$ cat config.mk
export PLATFORM = sky130hd
export DESIGN_NAME = sseg_scan_driver
export DESIGN_NICKNAME = d
export VERILOG_FILES = /design/src/rtl/sseg_scan_driver.sv
export SDC_FILE = /design/constraint.sdc
export NUM_CORES = 1
export LEC_CHECK = 0
export ABC_AREA = 0
export CAP_MARGIN = 20
export CORE_MARGIN = 5
export CORE_UTILIZATION = 57
export DETAILED_ROUTE_END_ITERATION = 10
export GPL_TIMING_DRIVEN = 0
export PLACE_DENSITY = 0.91
export SLEW_MARGIN = 15
export SYNTH_ARGS = -nofsm -noshare
export SYNTH_HDL_FRONTEND = slang
export SYNTH_SLANG_ARGS = --single-unit
$ cat constraint.sdc
create_clock -name clk_clk -period 3.8 [get_ports clk_clk]
set_input_delay 0.76 -clock clk_clk [delete_from_list [all_inputs] [get_ports clk_clk]]
set_output_delay 0.76 -clock clk_clk [all_outputs]
set_load 0.1 [all_outputs]
$ cat src/rtl/sseg_scan_driver.sv
// Four-digit multiplexed seven-segment driver: latches all four patterns once per frame,
// scans one digit per slot with dead-time blanking at slot start and 16-step PWM dimming.
//
// state  | meaning
// S_IDLE | scan disabled; counters held at 0, all outputs inactive
// S_SCAN | slot/digit/pwm counters running, digits displayed in turn
module sseg_scan_driver #(
    parameter int CLK_DIV        = 50000,
    parameter int DEAD           = 500,
    parameter bit SEG_ACTIVE_LOW = 1'b1,
    parameter bit AN_ACTIVE_LOW  = 1'b1
) (
    input  logic       clk_clk,
    input  logic       reset_reset,
    input  logic       en,
    input  logic [3:0] bright,
    input  logic [7:0] sseg0,
    input  logic [7:0] sseg1,
    input  logic [7:0] sseg2,
    input  logic [7:0] sseg3,
    output logic [7:0] seg,
    output logic [3:0] an,
    output logic       frame_start
);

    localparam int              CW        = (CLK_DIV > 1) ? $clog2(CLK_DIV) : 1;
    localparam logic [CW-1:0]   SLOT_LAST = CW'(CLK_DIV - 1);
    localparam logic [CW-1:0]   DEAD_C    = CW'(DEAD);
    localparam logic [7:0]      SEG_OFF   = {8{SEG_ACTIVE_LOW}};
    localparam logic [3:0]      AN_OFF    = {4{AN_ACTIVE_LOW}};

    typedef enum logic {
        S_IDLE = 1'b0,
        S_SCAN = 1'b1
    } state_t;

    state_t          state_q, state_d;
    logic [CW-1:0]   slot_q, slot_d;
    logic [1:0]      digit_q, digit_d;
    logic [3:0]      pwm_q, pwm_d;
    logic [3:0][7:0] shadow_q, shadow_d;
    logic [7:0]      seg_q, seg_d;
    logic [3:0]      an_q, an_d;
    logic            fs_q, fs_d;
    logic            frame_latch;
    logic            lit;

    always_ff @(posedge clk_clk or posedge reset_reset) begin
        if (reset_reset) begin
            state_q  <= S_IDLE;
            slot_q   <= '0;
            digit_q  <= '0;
            pwm_q    <= '0;
            shadow_q <= '0;
            seg_q    <= SEG_OFF;
            an_q     <= AN_OFF;
            fs_q     <= 1'b0;
        end else begin
            state_q  <= state_d;
            slot_q   <= slot_d;
            digit_q  <= digit_d;
            pwm_q    <= pwm_d;
            shadow_q <= shadow_d;
            seg_q    <= seg_d;
            an_q     <= an_d;
            fs_q     <= fs_d;
        end
    end

    always_comb begin
        state_d     = state_q;
        slot_d      = slot_q;
        digit_d     = digit_q;
        pwm_d       = pwm_q;
        shadow_d    = shadow_q;
        frame_latch = 1'b0;
        lit         = 1'b0;

        case (state_q)
            S_IDLE: begin
                slot_d  = '0;
                digit_d = '0;
                pwm_d   = '0;
                if (en) begin
                    state_d     = S_SCAN;
                    frame_latch = 1'b1;
                end
            end
            S_SCAN: begin
                if (!en) begin
                    state_d = S_IDLE;
                    slot_d  = '0;
                    digit_d = '0;
                    pwm_d   = '0;
                end else begin
                    pwm_d = pwm_q + 4'd1;
                    lit   = (slot_q >= DEAD_C) && (pwm_q <= bright);
                    if (slot_q == SLOT_LAST) begin
                        slot_d      = '0;
                        digit_d     = digit_q + 2'd1;
                        // the edge entering digit 0 / slot 0 starts a new frame
                        frame_latch = (digit_q == 2'd3);
                    end else begin
                        slot_d = slot_q + CW'(1);
                    end
                end
            end
            default: state_d = S_IDLE;
        endcase

        if (frame_latch) begin
            shadow_d = {sseg3, sseg2, sseg1, sseg0};
        end

        fs_d  = frame_latch;
        an_d  = lit ? ((4'b0001 << digit_q) ^ AN_OFF) : AN_OFF;
        seg_d = lit ? (shadow_q[digit_q] ^ SEG_OFF) : SEG_OFF;
    end

    assign seg         = seg_q;
    assign an          = an_q;
    assign frame_start = fs_q;

endmodule

==> parameters.txt, run 1 <==
Parameter                              Value

Clocking
  Number of buffers added to fix hold violations after cts ... 0
  Clock buffer count from CTS ... 9
  Worst-skew pair later-pin latency ... 0.35 ns
  CTS clk-pin slew, worst paths ... 0.07 ns
  Root Buffer ... sky130_fd_sc_hd__clkbuf_8
  Sinks on the clock net ... 68
  Max clock buf depth ... 2
  # H-tree levels ... 3
  # resized after CTS ... 0
  Setup fix buffers added after clock tree synthesis ... 0
  CTS tree ... done

Power and ir drop
  Final Total Pwr ... 1.63 mW
  Sw frac ... 0.231
  Switching Power ... 376 uW
  Sequential power share ... 0.497
  P_int ... 1.25 mW
  P per Cell Area ... 414 nW/um^2
  Peak supply drop ... 0.000337 V
  Leakage power of the design ... 1.60 nW
  Logic pwr share ... 0.101
  Clock power share ... 0.401

Floorplanning
  Row count ... 26
  Height of the die ... 83.6 um
  DIE WIDTH ... 83.6 um
  Total Die Area ... 6990 um^2
  Floorplan Core Area ... 5170 um^2
  Starting density of the core ... 0.597
  Count of boundary I/O pins ... 52

Placement
  Count of buffers from port buffering ... 51
  DP Cell Count ... 356
  Placer congestion estimate ... 0.786
  Detailed-placement wirelength estimate ... 4.44 mm

Worst setup path
  Highest-delay cell along the critical path ... sky130_fd_sc_hd__clkdlybuf4s50_1
  Critical path launch point type ... flop
  Critical path buffer and inverter count ... 1
  Critical Path Start ... seg[4]$_DFF_PP1_
  Worst EP required ... 3.04 ns
  List of cells traversed by the critical path ... clkdlybuf4s50_1
  Critical Path Sink Type ... primary output
  Reg-to-reg critical path startpoint ... slot_q[0]$_DFF_PP0_
  Family with the most delay on the worst path ... buffers and inverters
  Peak fanout along the critical path ... 1
  Max incr delay on CP ... 1.13 ns
  Arrival time of the worst setup path ... 2.01 ns
  Setup Crit Path Kind ... flop to primary output

Logic synthesis
  Number of warnings issued by yosys ... 0
  Average footprint of a synthesized cell ... 13.2 um^2
  Gate count of the mapped netlist ... 234
  Unique masters post-synth ... 32
  Net count of the mapped netlist ... 284
  Cell area after technology mapping ... 3090 um^2
  Sequential cell area fraction in the yosys report ... 0.556
  Most used standard cells in the synthesized netlist ... sky130_fd_sc_hd__dfrtp_1, sky130_fd_sc_hd__mux2_2, sky130_fd_sc_hd__nor2_1, sky130_fd_sc_hd__nand3_1, sky130_fd_sc_hd__xnor2_1
  Cell types with the largest area share after synthesis ... sky130_fd_sc_hd__dfrtp_1, sky130_fd_sc_hd__mux2_2, sky130_fd_sc_hd__dfstp_2, sky130_fd_sc_hd__mux4_2, sky130_fd_sc_hd__ha_1
  Area share of the largest cell type after synthesis ... 0.454
  Most repeated cell in the gate-level netlist after synthesis ... sky130_fd_sc_hd__dfrtp_1
  Yosys top cell by area ... sky130_fd_sc_hd__dfrtp_1
  Post-synth EDFFs ... 0
  Most used DFF post-synth ... sky130_fd_sc_hd__dfrtp_1
  Flop and latch count out of synthesis ... 68
  Async set or reset register ratio after synthesis ... 1.00

STA
  Worst slew slack as a fraction of its limit ... 0.342
  Final Cycle Share ... 0.728
  Aggregate negative setup slack ... 0 ns
  Measured slew at the worst slew-check pin ... 0.984 ns
  Number of slew-limit violations in the final report ... 0
  Hold slack final ... 0.496 ns
  Final setup fails ... 0
  Min Tclk post-route ... 2.77 ns
  Worst clock skew on the final layout ... 0.0107 ns
  Setup repair after global routing missed its margin ... no
  Fmax achieved ... 0.361 GHz
  Number of hold violations in the final report ... 0

Hold path
  Startpoint of the worst hold path ... pwm_q[0]$_DFF_PP0_
  Classification of the worst-slack hold path ... flop to flop

Cells and area
  Post-layout nets ... 347
  Layout area overhead ... 27.4%
  Filler cell count in the final layout ... 313
  Count of inserted antenna diode cells ... 0
  Fraction of final layout cells sized beyond drive strength 1 ... 0.258
  Filler-free cell count of the finished design ... 372

Outcome
  Status ... complete, no violations

Route
  Via density per instance ... 5.48
  Routed len/inst ... 16.9 um
  Violation count after the first detailed-routing iteration ... 138
  Routed vias ... 2,038
  Routed Wire Length ... 6.27 mm
  Remaining antenna violation count ... 0
  Pre-Repair DR Iteration Count ... 4
  Total DRC errors in the routed layout ... 0

Global routing
  Largest net degree at the start of global routing ... 48
  Antenna violations before repair ... 0
  Global-route congestion overflow total ... 0
  Total global routing track utilization ... 0.197
  Global-route wire length before repair ... 10.6 mm
  Number of global-route vias before repair ... 2,202

Flow run
  Number of max-cap violations ... 0
-- layout make-up --
class / instances / area [um^2] / area share
Inverter: 14 / 55.1 / 0.0140
Clock buffer: 10 / 128 / 0.0325
Clock inverter: 6 / 88.8 / 0.0226
Multi-Input combinational cell: 144 / 1260 / 0.320
Tap cell: 70 / 87.6 / 0.0223
Buffer: 8 / 57.6 / 0.0146
Sequential cell: 68 / 1720 / 0.437
Timing Repair Buffer: 52 / 538 / 0.137
-- state kept, by name, indices dropped and copies added, names as in the netlist --
register	cells
shadow_q	32
seg	8
digit_q	2
pwm_q	4
frame_start	1
slot_q	16
an	4
state_q	1
-- final timing paths --
kind / slack, ns / endpoint / depth (start not counted)
hold reg to reg: 0.50 / pwm_q[0]$_DFF_PP0_ / 1
hold / removal: 0.50 / pwm_q[0]$_DFF_PP0_ / 1
setup reg to reg: 1.68 / shadow_q[17]$_DFFE_PP0P_ / 6
max in group asynchronous: 2.52 / an[3]$_DFF_PP1_ / 3
min in group asynchronous: 0.71 / frame_start$_DFF_PP0_ / 2
setup / recovery: 1.03 / seg[4] / 1
-- cell families after synthesis --
group,after synthesis,synth area share
multiplexers,41,0.178
buffers and inverters,22,0.0357
AND/OR/NAND/NOR,70,0.123
adder cells (fa/ha/maj),11,0.0446
flip-flops,68,0.556
AO/OA/AOI/OAI,5,0.0142
XOR/XNOR,17,0.0482
-- routing by layer --
metal,vias up,wire length (um),track usage
li1,940,-,-
met3,17,273,0.0454
met5,-,0,0
met2,53,3290,0.328
met1,1028,2560,0.230
met4,0,154,0.118
-- power groups by stage --
stage / Sequential (mW) / Clock [mW] / Combinational [mW]
4_1_cts: 0.809 / 0.664 / 0.168
2_1_floorplan: 0.812 / 0 / 0.0985
5_1_grt: 0.815 / 0.708 / 0.181
6_report: 0.809 / 0.653 / 0.165
3_5_place_dp: 0.821 / 0 / 0.165
3_3_place_gp: 0.817 / 0 / 0.154
-- placed cells by master (no fill, tap or decap), types with 5 or more instances in the layout --
cell,netlist,final
sky130_fd_sc_hd__mux4_2,8,8
sky130_fd_sc_hd__nand3_1,19,19
sky130_fd_sc_hd__dfstp_2,12,12
sky130_fd_sc_hd__clkdlybuf4s50_1,0,51
sky130_fd_sc_hd__inv_1,14,13
sky130_fd_sc_hd__ha_1,11,11
sky130_fd_sc_hd__nor3_1,5,5
sky130_fd_sc_hd__dfrtp_1,56,56
sky130_fd_sc_hd__xnor2_1,15,15
sky130_fd_sc_hd__nor2_1,26,26
sky130_fd_sc_hd__mux2_2,31,31
sky130_fd_sc_hd__clkbuf_8,0,9
-- worst register-to-register path, stage by stage, from the launching register on --
cell and delay, ns:
sky130_fd_sc_hd__dfrtp_1 0.41, sky130_fd_sc_hd__ha_1 0.24, sky130_fd_sc_hd__and3_1 0.28, sky130_fd_sc_hd__nand4_4 0.18, sky130_fd_sc_hd__o22ai_4 0.32, sky130_fd_sc_hd__buf_6 0.23, sky130_fd_sc_hd__mux2_2 0.36
-- stage by stage --
stage | area (um^2) | utilization | setup WS, ns
final | 3930 | 0.760 | 1.03
after detailed placement | 3710 | 0.718 | 1.07
after floorplan | 3090 | - | 1.35
after global placement | 3680 | 0.712 | 0.318
after CTS | 3930 | 0.760 | 1.01
after global routing | 3930 | 0.760 | 0.989
No activity file was read; power rests on OpenSTA's default activity.
==> run 2: changes to the inputs <==
- CORE_UTILIZATION: 57 -> 53
- PLACE_DENSITY: 0.91 -> 0.86
- clock period: 3.8 -> 2.8 ns (I/O delays scaled with it)
==> parameters.txt, run 2 (synthesis gave the netlist of run 1 again) <==
Parameter                              Value

Power and ir drop
  Leakage power of the design ... 1.58 nW (was 1.60 nW)
  P per Cell Area ... 542 nW/um^2 (was 414 nW/um^2)
  Peak supply drop ... 0.000454 V (was 0.000337 V)

Global routing
  Antenna violations before repair ... 0 (unchanged)
  Global-route congestion overflow total ... 0 (unchanged)
  Total global routing track utilization ... 0.180 (was 0.197)
  Global-route wire length before repair ... 10.1 mm (was 10.6 mm)
  Largest net degree at the start of global routing ... 41 (was 48)
  Number of global-route vias before repair ... 2,103 (was 2,202)

Floorplanning
  Height of the die ... 86.3 um (was 83.6 um)
  DIE WIDTH ... 86.3 um (was 83.6 um)
  Count of boundary I/O pins ... 52 (unchanged)
  Floorplan Core Area ... 5570 um^2 (was 5170 um^2)
  Total Die Area ... 7450 um^2 (was 6990 um^2)
  Row count ... 27 (was 26)
  Starting density of the core ... 0.554 (was 0.597)

Outcome
  Status ... complete, no violations (unchanged)

Route
  Remaining antenna violation count ... 0 (unchanged)
  Total DRC errors in the routed layout ... 0 (unchanged)
  Routed len/inst ... 16.1 um (was 16.9 um)
  Routed Wire Length ... 6.04 mm (was 6.27 mm)
  Via density per instance ... 5.41 (was 5.48)
  Pre-Repair DR Iteration Count ... 4 (unchanged)
  Routed vias ... 2,023 (was 2,038)
  Violation count after the first detailed-routing iteration ... 117 (was 138)

STA
  Aggregate negative setup slack ... 0 ns (unchanged)
  Fmax achieved ... 0.387 GHz
  Min Tclk post-route ... 2.59 ns
  Worst slew slack as a fraction of its limit ... 0.318 (was 0.342)
  Number of slew-limit violations in the final report ... 0 (unchanged)
  Setup repair after global routing missed its margin ... no (unchanged)
  Final setup fails ... 0 (unchanged)
  Measured slew at the worst slew-check pin ... 1.02 ns (was 0.984 ns)
  Number of hold violations in the final report ... 0 (unchanged)
  Worst clock skew on the final layout ... 0.00505 ns (was 0.0107 ns)
  Least setup slack across all paths after layout ... 0.214 ns (was 1.03 ns)
  Final Cycle Share ... 0.923

Placement
  Total cell area at the placement stage ... 3710 um^2 (about the same)
  Placer congestion estimate ... 0.757 (was 0.786)
  Post-Place Worst Slack ... 0.301 ns (was 1.07 ns)
  Count of buffers from port buffering ... 51 (unchanged)
  Detailed-placement wirelength estimate ... 4.44 mm (about the same)

Cells and area
  Fraction of final layout cells sized beyond drive strength 1 ... 0.262 (was 0.258)
  Most common cell after layout, fill and taps aside ... sky130_fd_sc_hd__dfrtp_1 (unchanged)
  Layout area overhead ... 26.6% (was 27.4%)
  Flip-flop count of the largest register, all copies and words added ... 32 (unchanged)
  Post-layout nets ... 347 (unchanged)
  Final Instance Area ... 3910 um^2 (was 3930 um^2)
  Most used cells in the layout excluding fill and tap cells ... sky130_fd_sc_hd__dfrtp_1, sky130_fd_sc_hd__clkdlybuf4s50_1, sky130_fd_sc_hd__mux2_2 (unchanged)
  Register with the most flip-flops ... shadow_q (unchanged)
  Count of inserted antenna diode cells ... 0 (unchanged)
  Filler cell count in the final layout ... 373 (was 313)

Clocking
  Number of buffers added to fix hold violations after cts ... 0 (unchanged)
  Max clock buf depth ... 2 (unchanged)
  CTS tree ... done (unchanged)
  Root Buffer ... sky130_fd_sc_hd__clkbuf_8 (unchanged)
  CTS clk-pin slew, worst paths ... 0.07 ns (about the same)
  Setup fix buffers added after clock tree synthesis ... 0 (unchanged)
  # resized after CTS ... 0 (unchanged)
  Sinks on the clock net ... 68 (unchanged)
  Clock buffer count from CTS ... 9 (unchanged)
  # H-tree levels ... 3 (unchanged)
  Worst-skew pair later-pin latency ... 0.35 ns (about the same)

Worst setup path
  Arrival time of the worst setup path ... 2.03 ns (was 2.01 ns)
  List of cells traversed by the critical path ... clkdlybuf4s50_1 (unchanged)
  Critical Path Sink Type ... primary output (unchanged)
  Worst EP required ... 2.24 ns (was 3.04 ns)
  Peak fanout along the critical path ... 1 (unchanged)
  Setup Crit Path Kind ... flop to primary output (unchanged)
  Highest-delay cell along the critical path ... sky130_fd_sc_hd__clkdlybuf4s50_1 (unchanged)
  Family with the most delay on the worst path ... buffers and inverters (unchanged)
  Max incr delay on CP ... 1.16 ns (was 1.13 ns)
  Critical path buffer and inverter count ... 1 (unchanged)
  Critical path launch point type ... flop (unchanged)

Hold path
  Classification of the worst-slack hold path ... flop to flop (unchanged)

Flow run
  Number of max-cap violations ... 0 (unchanged)
run 2: cell count changes in the layout (fill, tap and decap cells not counted), sizes merged:
cell and change:
clkinv -1, clkbuf -1, inv +2, clkinvlp +1, bufinv -1
run 2: stage by stage:
step                std cells   util  power [mW]  hold WS, ns
global placement          357  0.662        1.32        0.481
floorplan                 234      -        1.24        0.453
detailed placement        358  0.666        1.33        0.491
global route              374  0.701        2.21        0.525
finish                    374  0.701        2.12        0.507
CTS                       374  0.701        2.13        0.507
run 2: worst paths after layout:
check                                              from                       to  slack (ns)  cells after the start
worst min-delay path            shadow_q[4]$_DFFE_PP0P_  shadow_q[4]$_DFFE_PP0P_        0.51                      1
max in group asynchronous                   reset_reset         seg[0]$_DFF_PP1_        1.68                      3
min in group asynchronous                   reset_reset      slot_q[4]$_DFF_PP0_        0.54                      2
worst max register to register      slot_q[0]$_DFF_PP0_  shadow_q[9]$_DFFE_PP0P_        0.75                      6
worst max-delay path                   seg[3]$_DFF_PP1_                   seg[3]        0.21                      1
worst min register to register  shadow_q[4]$_DFFE_PP0P_  shadow_q[4]$_DFFE_PP0P_        0.51                      1
run 2: power by group:
group,switching (mW),internal (mW)
clock,0.389,0.415
sequential,0.0400,1.05
combinational,0.0791,0.140
run 2: cell type report:
class / count / area, um^2 / share of cell area
buffer: 8 / 57.6 / 0.0147
clock buffer: 9 / 124 / 0.0317
clock inverter: 7 / 75.1 / 0.0192
inverter: 14 / 55.1 / 0.0141
multi-input combinational: 144 / 1260 / 0.322
sequential: 68 / 1720 / 0.439
tap: 72 / 90.1 / 0.0230
timing repair buffer: 52 / 531 / 0.136
run 2: per-layer routing:
metal / global-route usage / part of all wire / up-vias / routed length (um)
li1: - / - / 941 / -
met1: 0.212 / 0.41 / 1013 / 2450
met2: 0.309 / 0.52 / 58 / 3120
met3: 0.0570 / 0.060 / 11 / 363
met4: 0.0637 / 0.018 / 0 / 109
met5: 0 / 0 / - / 0
